### src/rtl/register_file_8x16.sv
// Eight-entry, 16-bit general-purpose register file: one synchronous write port,
// two independent combinational read ports, active-low write and output enables.
module register_file_8x16 #(
  parameter int DATA_WIDTH = 16,
  parameter int ADDR_WIDTH = 3
) (
  input  logic                  clk,
  input  logic                  rst,
  input  logic                  we,
  input  logic                  oe,
  input  logic [ADDR_WIDTH-1:0] write_address,
  input  logic [ADDR_WIDTH-1:0] read_address0,
  input  logic [ADDR_WIDTH-1:0] read_address1,
  input  logic [DATA_WIDTH-1:0] write,
  output logic [DATA_WIDTH-1:0] read0,
  output logic [DATA_WIDTH-1:0] read1
);

  localparam int DEPTH = 2 ** ADDR_WIDTH;

  logic [DEPTH-1:0]      write_select;
  logic [DATA_WIDTH-1:0] reg_value [DEPTH];

  // Each register owns its flops, so only the decoded entry can change on a write.
  generate
    for (genvar gi = 0; gi < DEPTH; gi++) begin : g_reg
      logic [DATA_WIDTH-1:0] data_reg;

      assign write_select[gi] = !we && (write_address == ADDR_WIDTH'(gi));

      always_ff @(posedge clk) begin
        if (rst) begin
          data_reg <= '0;
        end else if (write_select[gi]) begin
          data_reg <= write;
        end
      end

      assign reg_value[gi] = data_reg;
    end
  endgenerate

  // No write bypass: reads see storage only, and oe high forces zero rather than high-Z.
  assign read0 = oe ? '0 : reg_value[read_address0];
  assign read1 = oe ? '0 : reg_value[read_address1];

endmodule

### config.mk
export PLATFORM = sky130hd
export DESIGN_NAME = register_file_8x16
export DESIGN_NICKNAME = d
export VERILOG_FILES = /design/src/rtl/register_file_8x16.sv
export SDC_FILE = /design/constraint.sdc
export NUM_CORES = 1
export LEC_CHECK = 0
export BUFFER_PORTS_ARGS = -buffer_cell sky130_fd_sc_hd__buf_2
export CAP_MARGIN = 10
export CORE_UTILIZATION = 54
export CTS_CLUSTER_DIAMETER = 50
export DETAILED_ROUTE_END_ITERATION = 8
export GPL_ROUTABILITY_DRIVEN = 0
export PLACE_DENSITY_LB_ADDON = 0.12
export SYNTH_ARGS = -nofsm -noshare
export SYNTH_HDL_FRONTEND = slang
export SYNTH_SLANG_ARGS = --single-unit
### constraint.sdc
create_clock -name clk -period 1.4 [get_ports clk]
set_input_delay 0.21 -clock clk [delete_from_list [all_inputs] [get_ports clk]]
set_output_delay 0.21 -clock clk [all_outputs]
set_load 0.02 [all_outputs]
==> results.yml <==
outcome:
  status: "finished, violations left"
  violations: "setup timing"
sta:
  worst_slew_pin_slew_ns: 0.396
  hold_viol_final: 0
  finalSetupViolCount: 32
  period_needed_ns: 1.86
  fin_crit_sh_pct: 133
  slew_headroom_pct: 73.6
  setup_ws_ns: -0.460
  fin_hold_ws_ns: 0.103
  slew_violations: 0
  clock_skew_ns: 0
  fmax_ghz: 0.538
  rsz0062_at_grt: "true"
floorplan:
  pin_count: 61
  rows: 40
  die_h_um: 114
  die_w_um: 114
  coreArea_mm2: 0.0121
  start_util_pct: 56.1
  die-area_mm2: 0.0130
placement:
  hpwl_mm: 12.5
  pre_cts_slack_ns: -0.354
  numPortBuffers: 60
  postPlaceCellArea_mm2: 0.00746
route:
  vias: 5837
  drt_iter0_drc: 509
  vias_per_cell: 6.06
  wl_mm: 19.4
  routedWlPerCell_um: 20.2
  drc: 0
  postRouteAntennaNets: 0
  firstDrtPassIters: 5
synthesis:
  syn-num-nets: 769
  yosysTopAreaCell: "dfxtp_1"
  synth_top_area_share_pct: 37.7
  async_flop_share_pct: 0
  yosys-top-cells-count: "256 x nand2_1, 128 x a21oi_1, 128 x dfxtp_1"
  syn_area_per_cell_um2: 9.18
  synthFlopType: "dfxtp_1"
  synth_cells: 740
  ys_types: 20
  yosysSeqAreaShare_pct: 37.7
  synthesis.area_mm2: 0.00679
  synth.area.top_cells: "dfxtp_1 38%, mux4_2 21%, nand2_1 14%, a21oi_1 9.4%, mux2i_1 4.7%"
  synth-edff-count: 0
  yosysWarningCount: 0
  synth_most_common_cell: "nand2_1"
  ys_ff_latch: 128
flow_run:
  drv_cap: 0
clocking:
  cts.clk_slew.worst_paths_ns: 0.05
  cts-htree-levels: 4
  cts_buffers: 17
  cts.sinks: 128
  clockBufferDepth: 2
  tritoncts: "done"
  clk_latency_ns: 0.41
  root_buffer: "clkbuf_16"
global_route:
  antenna_found_initial: 0
  busiest_layer: "met2"
  grtUsageMet1_pct: 39.4
  grt_pass1_vias: 5656
  grt_first_pass_wirelength_mm: 30.3
  grt_overflow: 0
  use_met3_pct: 7.04
  grt_util_met2_pct: 52.8
  globalRouteTotalUtil_pct: 31.4
  grt_max_degree: 63
final_layout:
  area_growth_pct: 20.5
  largest_register_ff_count: 128
  final_nets: 814
  final_area_mm2: 0.00819
  drive_above_1_share_pct: 35.5
  diodes: 0
  post-route-util_pct: 67.6
power:
  power_mw: 8.68
  irDropWorstVdd_mv: 0.866
  powerDensity_mw_per_mm2: 1060
  p_leak_nw: 2.93
worst_setup_path:
  worst-setup-path-type: "reg2out"
  critPathMaxFanout: 3
  worst_setup_path_start_kind: "flop"
  critPathTopFamily: "multiplexers"
  worstPathArrival_ns: 1.65
  path_cells: "mux4_2 > mux2i_2 > nor2_1 > buf_4"
  critPathSlowestCell: "mux4_2"
  crit_buf_inv: 1
  crit_path_max_incr_delay_ns: 0.48
  critPathRequiredTime_ns: 1.19
  crit_path_end_kind: "output pin"
min_path:
  hold_path.class: "in2reg"
-- cells in the final DEF (no fill, tap or decap) --
master     instances
nor4_4             1
buf_6              9
mux2i_1           24
and4bb_2           3
nor2_1            23
clkbuf_16         17
clkbuf_1           2
mux4_2            64
nor4b_4            3
mux2i_4            1
nand4bb_1          3
dfxtp_2           57
a21oi_1          128
nor2_2             9
or4_1              1
nand2_1          256
and4b_1            1
dfxtp_1           71
buf_12            23
mux2i_2            7
or4b_1             3
buf_4             43
buf_2             35
bufinv_16          1
clkbuf_8           1
nand4b_1           1
clkinv_2           8
-- worst min-delay path: stages --
cell and delay [ns]:
buf_2 0.15, nand2_1 0.07, a21oi_1 0.05
-- through the flow --
stage / setup TNS (ns) / std cells
4_1_cts: -12.61 / 962
2_1_floorplan: 0 / 740
5_1_grt: -14.27 / 963
3_5_place_dp: -9.30 / 933
6_report: -12.44 / 963
3_3_place_gp: -8.40 / 933
-- final timing paths --
| check | startpoint | to | slack, ns | cells after the start |
|---|---|---|---|---|
| max | g_reg[1].data_reg[11]$_SDFFE_PP0P_ | read0[11] | -0.46 | 4 |
| min | write[10] | g_reg[5].data_reg[10]$_SDFFE_PP0P_ | 0.10 | 3 |
| max reg2reg | g_reg[6].data_reg[1]$_SDFFE_PP0P_ | g_reg[6].data_reg[1]$_SDFFE_PP0P_ | 0.72 | 3 |
| min reg2reg | g_reg[7].data_reg[3]$_SDFFE_PP0P_ | g_reg[7].data_reg[3]$_SDFFE_PP0P_ | 0.46 | 2 |
-- power breakdown --
group,switching (mW),internal (mW),leakage (nW),total [mW]
registers,0.0597,3.73,1.06,3.79
logic,0.528,0.423,1.61,0.951
clock network,1.52,2.43,0.264,3.94
-- kinds of logic (layout without fill, tap and decap cells) --
group	after synthesis	after routing	synth area share (%)
AOI/OAI and AO/OA	128	128	9.43
buffers and inverters	84	139	7.74
DFF	128	128	37.7
muxes	96	96	25.9
and+or+nand+nor	304	304	19.2
-- repair_timing --
item | 4_1_cts | 5_1_grt
endpoints found under the setup margin | 32 | 32
setup buffers | 0 | 1
resized for setup | 59 | 40
pin swaps | 4 | 3
hold buffers | 0 | 0
-- layout make-up --
cell class / instances / area (um^2)
Clock buffer: 20 / 447
Clock inverter: 9 / 70.1
Fill cell: 987 / 3930
Multi-Input combinational cell: 528 / 3760
Sequential cell: 128 / 2630
Tap cell: 168 / 210
Timing Repair Buffer: 110 / 1060
-- metal layers --
layer	part of all wire (%)	vias up
met1	40	2890
li1	-	2630
met2	50	276
met3	8.0	41
met4	2.1	0
met5	0	-
(Power assumes the default switching activity.)
